## config.mk

```make
export PLATFORM = sky130hd
export DESIGN_NAME = cubehash_top
export DESIGN_NICKNAME = d
export VERILOG_FILES = /design/src/rtl/cubehash_pkg.sv /design/src/rtl/cubehash_round.sv /design/src/rtl/cubehash_top.sv
export SDC_FILE = /design/constraint.sdc
export NUM_CORES = 1
export LEC_CHECK = 0
export BUFFER_PORTS_ARGS = -buffer_cell sky130_fd_sc_hd__buf_2
export CAP_MARGIN = 20
export CORE_MARGIN = 10
export CORE_UTILIZATION = 30
export CTS_BUF_LIST = sky130_fd_sc_hd__clkbuf_8
export DETAILED_ROUTE_END_ITERATION = 7
export GPL_TIMING_DRIVEN = 0
export PLACE_DENSITY = 0.5
export SETUP_SLACK_MARGIN = 0.4
export SYNTH_ARGS = -nofsm -noshare
export SYNTH_HDL_FRONTEND = slang
export SYNTH_HIERARCHICAL = 1
export SYNTH_SLANG_ARGS = --single-unit
```

## constraint.sdc

```tcl
create_clock -name clk -period 4.13 [get_ports clk]
set_clock_uncertainty 0.1 [all_clocks]
set_input_delay 0.413 -clock clk [delete_from_list [all_inputs] [get_ports clk]]
set_output_delay 0.413 -clock clk [all_outputs]
set_load 0.02 [all_outputs]
```

## src/rtl/cubehash_pkg.sv

```systemverilog
// Shared definitions for the CubeHash16/32-256 core: round counts, IV
// constants, FSM encoding, state-word container and small helpers.
package cubehash_pkg;

    localparam int unsigned ROUNDS_BLOCK = 16;
    localparam int unsigned ROUNDS_INIT  = 160;
    localparam int unsigned ROUNDS_FINAL = 160;

    localparam logic [31:0] IV_X0 = 32'd32;
    localparam logic [31:0] IV_X1 = 32'd32;
    localparam logic [31:0] IV_X2 = 32'd16;

    typedef enum logic [2:0] {
        ST_IDLE   = 3'd0,
        ST_IVGEN  = 3'd1,
        ST_READY  = 3'd2,
        ST_ROUND  = 3'd3,
        ST_FINAL  = 3'd4,
        ST_OUTPUT = 3'd5,
        ST_DONE   = 3'd6
    } state_t;

    // Word i of the 1024-bit state lives in bits [32*i +: 32].
    typedef logic [31:0][31:0] state_words_t;

    // 32-bit rotate left by s (0..31).
    function automatic logic [31:0] rotl32(input logic [31:0] v, input logic [4:0] s);
        return (v << s) | (v >> (6'd32 - {1'b0, s}));
    endfunction

    // State loaded by init before the IV-generation rounds.
    function automatic state_words_t iv_state();
        state_words_t v;
        v        = '0;
        v[5'd0]  = IV_X0;
        v[5'd1]  = IV_X1;
        v[5'd2]  = IV_X2;
        return v;
    endfunction

endpackage

```

## src/rtl/cubehash_round.sv

```systemverilog
// One complete CubeHash round, purely combinational. The ten steps are
// applied in order to a working copy of the state; swaps are done pairwise.
module cubehash_round
    import cubehash_pkg::*;
(
    input  logic [1023:0] x,
    output logic [1023:0] y
);

    state_words_t w_s;
    logic [31:0]  tmp_s;

    // Apply add / rotate / swap / xor / swap twice (rotations 7 then 11).
    always_comb begin
        w_s   = state_words_t'(x);
        tmp_s = 32'd0;

        // 1. x[1jklm] += x[0jklm]
        for (int i = 0; i < 16; i++) begin
            w_s[5'(i + 16)] = w_s[5'(i + 16)] + w_s[5'(i)];
        end
        // 2. x[0jklm] rotl 7
        for (int i = 0; i < 16; i++) begin
            w_s[5'(i)] = rotl32(w_s[5'(i)], 5'd7);
        end
        // 3. swap x[00klm] with x[01klm]
        for (int i = 0; i < 8; i++) begin
            tmp_s           = w_s[5'(i)];
            w_s[5'(i)]      = w_s[5'(i + 8)];
            w_s[5'(i + 8)]  = tmp_s;
        end
        // 4. x[0jklm] ^= x[1jklm]
        for (int i = 0; i < 16; i++) begin
            w_s[5'(i)] = w_s[5'(i)] ^ w_s[5'(i + 16)];
        end
        // 5. swap x[1jk0m] with x[1jk1m]
        for (int h = 0; h < 4; h++) begin
            for (int m = 0; m < 2; m++) begin
                tmp_s                       = w_s[5'(16 + 4 * h + m)];
                w_s[5'(16 + 4 * h + m)]     = w_s[5'(16 + 4 * h + m + 2)];
                w_s[5'(16 + 4 * h + m + 2)] = tmp_s;
            end
        end
        // 6. x[1jklm] += x[0jklm]
        for (int i = 0; i < 16; i++) begin
            w_s[5'(i + 16)] = w_s[5'(i + 16)] + w_s[5'(i)];
        end
        // 7. x[0jklm] rotl 11
        for (int i = 0; i < 16; i++) begin
            w_s[5'(i)] = rotl32(w_s[5'(i)], 5'd11);
        end
        // 8. swap x[0j0lm] with x[0j1lm]
        for (int j = 0; j < 2; j++) begin
            for (int lm = 0; lm < 4; lm++) begin
                tmp_s                    = w_s[5'(8 * j + lm)];
                w_s[5'(8 * j + lm)]      = w_s[5'(8 * j + lm + 4)];
                w_s[5'(8 * j + lm + 4)]  = tmp_s;
            end
        end
        // 9. x[0jklm] ^= x[1jklm]
        for (int i = 0; i < 16; i++) begin
            w_s[5'(i)] = w_s[5'(i)] ^ w_s[5'(i + 16)];
        end
        // 10. swap x[1jkl0] with x[1jkl1]
        for (int p = 0; p < 8; p++) begin
            tmp_s                  = w_s[5'(16 + 2 * p)];
            w_s[5'(16 + 2 * p)]    = w_s[5'(16 + 2 * p + 1)];
            w_s[5'(16 + 2 * p + 1)] = tmp_s;
        end

        y = w_s;
    end

endmodule

```

## src/rtl/cubehash_top.sv

```systemverilog
// Iterative CubeHash16/32-256 core: one round per clock, 16-bit load/fetch
// handshake with a registered one-cycle ack.
// Optional build macro CUBEHASH_ERR_EN adds a sticky err output flagging
// requests that the core cannot honour in its current state.
module cubehash_top
    import cubehash_pkg::*;
(
    input  logic        clk,
    input  logic        rst,
    input  logic        init,
    input  logic        load,
    input  logic        fetch,
    input  logic [15:0] idata,
    output logic        ack,
    output logic [15:0] odata
`ifdef CUBEHASH_ERR_EN
    ,
    output logic        err
`endif
);

    localparam logic [7:0] RCNT_INIT_LAST  = 8'(ROUNDS_INIT - 1);
    localparam logic [7:0] RCNT_BLOCK_LAST = 8'(ROUNDS_BLOCK - 1);
    localparam logic [7:0] RCNT_FINAL_LAST = 8'(ROUNDS_FINAL - 1);

    state_t       state_r;
    state_t       state_next_s;
    state_words_t x_r;
    state_words_t x_round_s;
    logic [3:0]   n_r;
    logic [3:0]   k_r;
    logic [7:0]   rcnt_r;
    logic [7:0]   rcnt_last_s;
    logic         round_en_s;
    logic         round_last_s;
    logic         take_load_s;
    logic         start_final_s;
    logic         deliver_s;
    logic [4:0]   load_idx_s;
    logic [4:0]   out_idx_s;
    logic [31:0]  load_word_s;

    cubehash_round u_round (
        .x (x_r),
        .y (x_round_s)
    );

    // Halfword n lands in word n/2, low half for even n and high half for odd n.
    assign load_idx_s   = {2'b00, n_r[3:1]};
    assign out_idx_s    = {2'b00, k_r[3:1]};
    assign load_word_s  = n_r[0] ? {idata, 16'h0000} : {16'h0000, idata};
    assign round_last_s = (rcnt_r == rcnt_last_s);

    // FSM state register.
    always_ff @(posedge clk) begin
        if (rst) begin
            state_r <= ST_IDLE;
        end else begin
            state_r <= state_next_s;
        end
    end

    // Next-state logic; init restarts IV generation from any state.
    always_comb begin
        state_next_s = state_r;
        if (init) begin
            state_next_s = ST_IVGEN;
        end else begin
            case (state_r)
                ST_IVGEN: begin
                    if (round_last_s) state_next_s = ST_READY;
                    else              state_next_s = ST_IVGEN;
                end
                ST_READY: begin
                    if (take_load_s && (n_r == 4'd15)) state_next_s = ST_ROUND;
                    else if (start_final_s)             state_next_s = ST_FINAL;
                    else                                state_next_s = ST_READY;
                end
                ST_ROUND: begin
                    if (round_last_s) state_next_s = ST_READY;
                    else              state_next_s = ST_ROUND;
                end
                ST_FINAL: begin
                    if (round_last_s) state_next_s = ST_OUTPUT;
                    else              state_next_s = ST_FINAL;
                end
                ST_OUTPUT: begin
                    if (deliver_s && (k_r == 4'd15)) state_next_s = ST_DONE;
                    else                             state_next_s = ST_OUTPUT;
                end
                ST_IDLE:  state_next_s = ST_IDLE;
                ST_DONE:  state_next_s = ST_DONE;
                default:  state_next_s = ST_IDLE;
            endcase
        end
    end

    // Per-state control decode: round enable/limit and accepted requests.
    // In READY a load takes precedence over a simultaneous fetch.
    always_comb begin
        round_en_s    = 1'b0;
        rcnt_last_s   = 8'd0;
        take_load_s   = 1'b0;
        start_final_s = 1'b0;
        deliver_s     = 1'b0;
        case (state_r)
            ST_IVGEN: begin
                round_en_s  = 1'b1;
                rcnt_last_s = RCNT_INIT_LAST;
            end
            ST_ROUND: begin
                round_en_s  = 1'b1;
                rcnt_last_s = RCNT_BLOCK_LAST;
            end
            ST_FINAL: begin
                round_en_s  = 1'b1;
                rcnt_last_s = RCNT_FINAL_LAST;
            end
            ST_READY: begin
                if (load) begin
                    take_load_s = 1'b1;
                end else if (fetch && (n_r == 4'd0)) begin
                    start_final_s = 1'b1;
                end else begin
                    take_load_s   = 1'b0;
                    start_final_s = 1'b0;
                end
            end
            ST_OUTPUT: begin
                deliver_s = fetch;
            end
            default: begin
                round_en_s = 1'b0;
            end
        endcase
    end

    // Hash state, word counter and round counter.
    always_ff @(posedge clk) begin
        if (rst) begin
            x_r    <= '0;
            n_r    <= 4'd0;
            rcnt_r <= 8'd0;
        end else if (init) begin
            x_r    <= iv_state();
            n_r    <= 4'd0;
            rcnt_r <= 8'd0;
        end else if (round_en_s) begin
            x_r    <= x_round_s;
            rcnt_r <= round_last_s ? 8'd0 : (rcnt_r + 8'd1);
        end else if (take_load_s) begin
            x_r[load_idx_s] <= x_r[load_idx_s] ^ load_word_s;
            n_r             <= n_r + 4'd1;
        end else if (start_final_s) begin
            x_r[5'd31] <= x_r[5'd31] ^ 32'd1;
        end else begin
            x_r <= x_r;
        end
    end

    // Handshake outputs: ack pulse per accepted/delivered word, odata held.
    always_ff @(posedge clk) begin
        if (rst) begin
            ack   <= 1'b0;
            odata <= 16'h0000;
            k_r   <= 4'd0;
        end else if (init) begin
            ack   <= 1'b0;
            k_r   <= 4'd0;
        end else begin
            ack <= take_load_s | deliver_s;
            if (deliver_s) begin
                odata <= k_r[0] ? x_r[out_idx_s][31:16] : x_r[out_idx_s][15:0];
                k_r   <= k_r + 4'd1;
            end else begin
                odata <= odata;
            end
        end
    end

`ifdef CUBEHASH_ERR_EN
    logic err_set_s;
    logic err_r;

    // Requests the core must drop in its current state.
    always_comb begin
        err_set_s = 1'b0;
        case (state_r)
            ST_IDLE, ST_DONE:    err_set_s = load | fetch;
            ST_READY:            err_set_s = ~load & fetch & (n_r != 4'd0);
            ST_FINAL, ST_OUTPUT: err_set_s = load;
            default:             err_set_s = 1'b0;
        endcase
    end

    // Sticky error flag, cleared by reset or init.
    always_ff @(posedge clk) begin
        if (rst) begin
            err_r <= 1'b0;
        end else if (init) begin
            err_r <= 1'b0;
        end else if (err_set_s) begin
            err_r <= 1'b1;
        end else begin
            err_r <= err_r;
        end
    end

    assign err = err_r;
`endif

endmodule

```

==> reports/qor.yml <==
timing:
  rsz0062_at_grt: "false"
  setup_viol: 0
  relSlewSlack: 0.151
  hold_viol_final: 0
  max_slew.worst_pin.slew_ns: 1.27
  finalCritPeriodShare: 0.922
  fin_tns_setup_ns: 0
  worst_slack_ns: 0.321
  fin_crit_ns: 3.81
  slew_viol_final: 0
  whs_ns: 0.0497
  timing.fmax_ghz: 0.263
worst_setup_path:
  worst_setup_path_start_kind: "flip-flop"
  timing.rr.end: "x_r[36]"
  cpLargestDelayFamily: "buffers and inverters"
  crit_type: "reg2reg"
  slowest_stage: "clkbuf_1"
  cp_num_cells: 8
  r2r.worst_path.cells: 8
  crit_required_ns: 4.63
  crit_path_max_incr_delay_ns: 0.76
  arrival_ns: 4.31
  crit_buf_inv: 4
  worstPathCellList: "buf_4 -> buf_2 -> buf_2 -> nor3_1 -> nor2_1 -> clkbuf_1 -> a22oi_1 -> a21oi_1"
  path_max_fanout: 10
  rrSetupSlack_ns: 0.32
  critPathCaptureType: "flip-flop"
  cpMostUsedCell: "buf_2"
  r2r_start: "n_r[3]"
die:
  design.core.area_um2: 58800
  boundaryPins: 38
  row_count: 89
  die_h_um: 263
  die_w_um: 263
  start_util: 0.302
  dieArea_um2: 69200
global_routing:
  antenna_found_initial: 3
  gr-total-overflow: 0
  gr-usage-all-layers: 0.259
  grt_pass1_vias: 16705
  grt_max_degree: 16
  grt_pass1_wl_um: 130000
layout:
  seqCellArea_um2: 5850
  final_common_cell: "dfxtp_1"
  multi_input_area_um2: 10100
  fillers: 6132
  final_cells: 3059
  utilization: 0.358
  layout-drive-gt1-share: 0.255
  most-common-layout-cells: "292 x dfxtp_1, 263 x buf_4, 259 x a22oi_1"
  synthToLayoutAreaGrowth_pct: 18.6
  fin_nets: 2270
cts:
  clkSinkCount: 292
  tritoncts: "built"
  cts_inserted_buffers: 55
  ctsResizeCount: 1
  clk_latency_ns: 0.69
  root_buffer: "clkbuf_8"
  ctsHtreeMaxLevel: 2
  cts_setup_buffers: 0
  clk_transition_reported_paths_ns: 0.06
  cts_hold_buf: 0
  clk_path_buf_depth: 3
drt:
  wire_per_inst_um: 30.9
  drt_wl_total_um: 94700
  dr_total_vias: 17850
  drc: 0
  firstDrtPassIters: 7
  drt-initial-drc-count: 2479
  avgViaCountPerCell: 5.84
  antenna_left: 0
worst_hold_path:
  hold_start: "load"
  holdPathEnd: "state_r[2]"
  hold_depth: 4
  hp-class: "in2reg"
placement:
  port_buffers: 36
  place_inst: 2959
  place_congestion: 1.03
  dp_hpwl_um: 67500
  pre_cts_ws_ns: 0.418
pwr:
  irDropWorstVdd_v: 0.000242
  power.leakage_nw: 8.05
  power.density_nw_per_um2: 334
run:
  drv_cap: 0
yosys:
  synth_area_um2: 17700
  syn_inst: 1890
  synth_area_per_cell_um2: 9.38
  ys.warnings.count: 6
outcome:
  status: "completed"
==> per-layer routing <==
layer,vias to the layer above,track usage,wire (µm)
li1,7523,-,-
met1,8878,0.342,39500
met2,1157,0.386,40300
met3,288,0.0583,9420
met4,4,0.138,5490
met5,-,0,24
==> flip-flops by register name, indices dropped and copies added (netlist names) <==
| signal | count |
|---|---|
| x_r | 256 |
| k_r | 4 |
| n_r | 4 |
| rcnt_r | 8 |
| odata | 16 |
| state_r | 3 |
| ack | 1 |
==> report_power, final <==
| group | switching (W) | internal (W) | total, W |
|---|---|---|---|
| clock | 0.00144 | 0.00152 | 0.00296 |
| sequential | 0.0000882 | 0.00290 | 0.00299 |
| combinational | 0.000653 | 0.000427 | 0.00108 |
==> through the flow <==
stage / power (W) / instance area [µm²]
5_1_grt: 0.00722 / 21000
6_report: 0.00703 / 21000
3_5_place_dp: 0.00408 / 19900
3_3_place_gp: 0.00407 / 19800
4_1_cts: 0.00700 / 21000
2_1_floorplan: 0.00371 / 18700
==> worst min-delay path, stage by stage <==
cell	delay, ns
buf_2	0.12
nor2_1	0.05
a21oi_1	0.14
a211oi_1	0.05
==> how the worst max path moves through the flow <==
stage	from	to	slack, ns
floorplan	n_r[3]	x_r[150]	1.86
global placement	n_r[1]	x_r[64]	0.47
detailed placement	n_r[1]	x_r[64]	0.42
CTS	n_r[3]	x_r[58]	0.56
global route	n_r[3]	x_r[36]	0.42
finish	n_r[3]	x_r[36]	0.32
==> final cells by class <==
type / count / area share
buffer: 446 / 0.131
antenna: 1 / 0.000119
clock inverter: 27 / 0.00636
multi-input combinational: 1402 / 0.479
timing repair buffer: 43 / 0.0132
sequential: 292 / 0.278
inverter: 5 / 0.000892
clock buffer: 70 / 0.0458
tap: 773 / 0.0460
No activity file was read; power rests on OpenSTA's default activity.
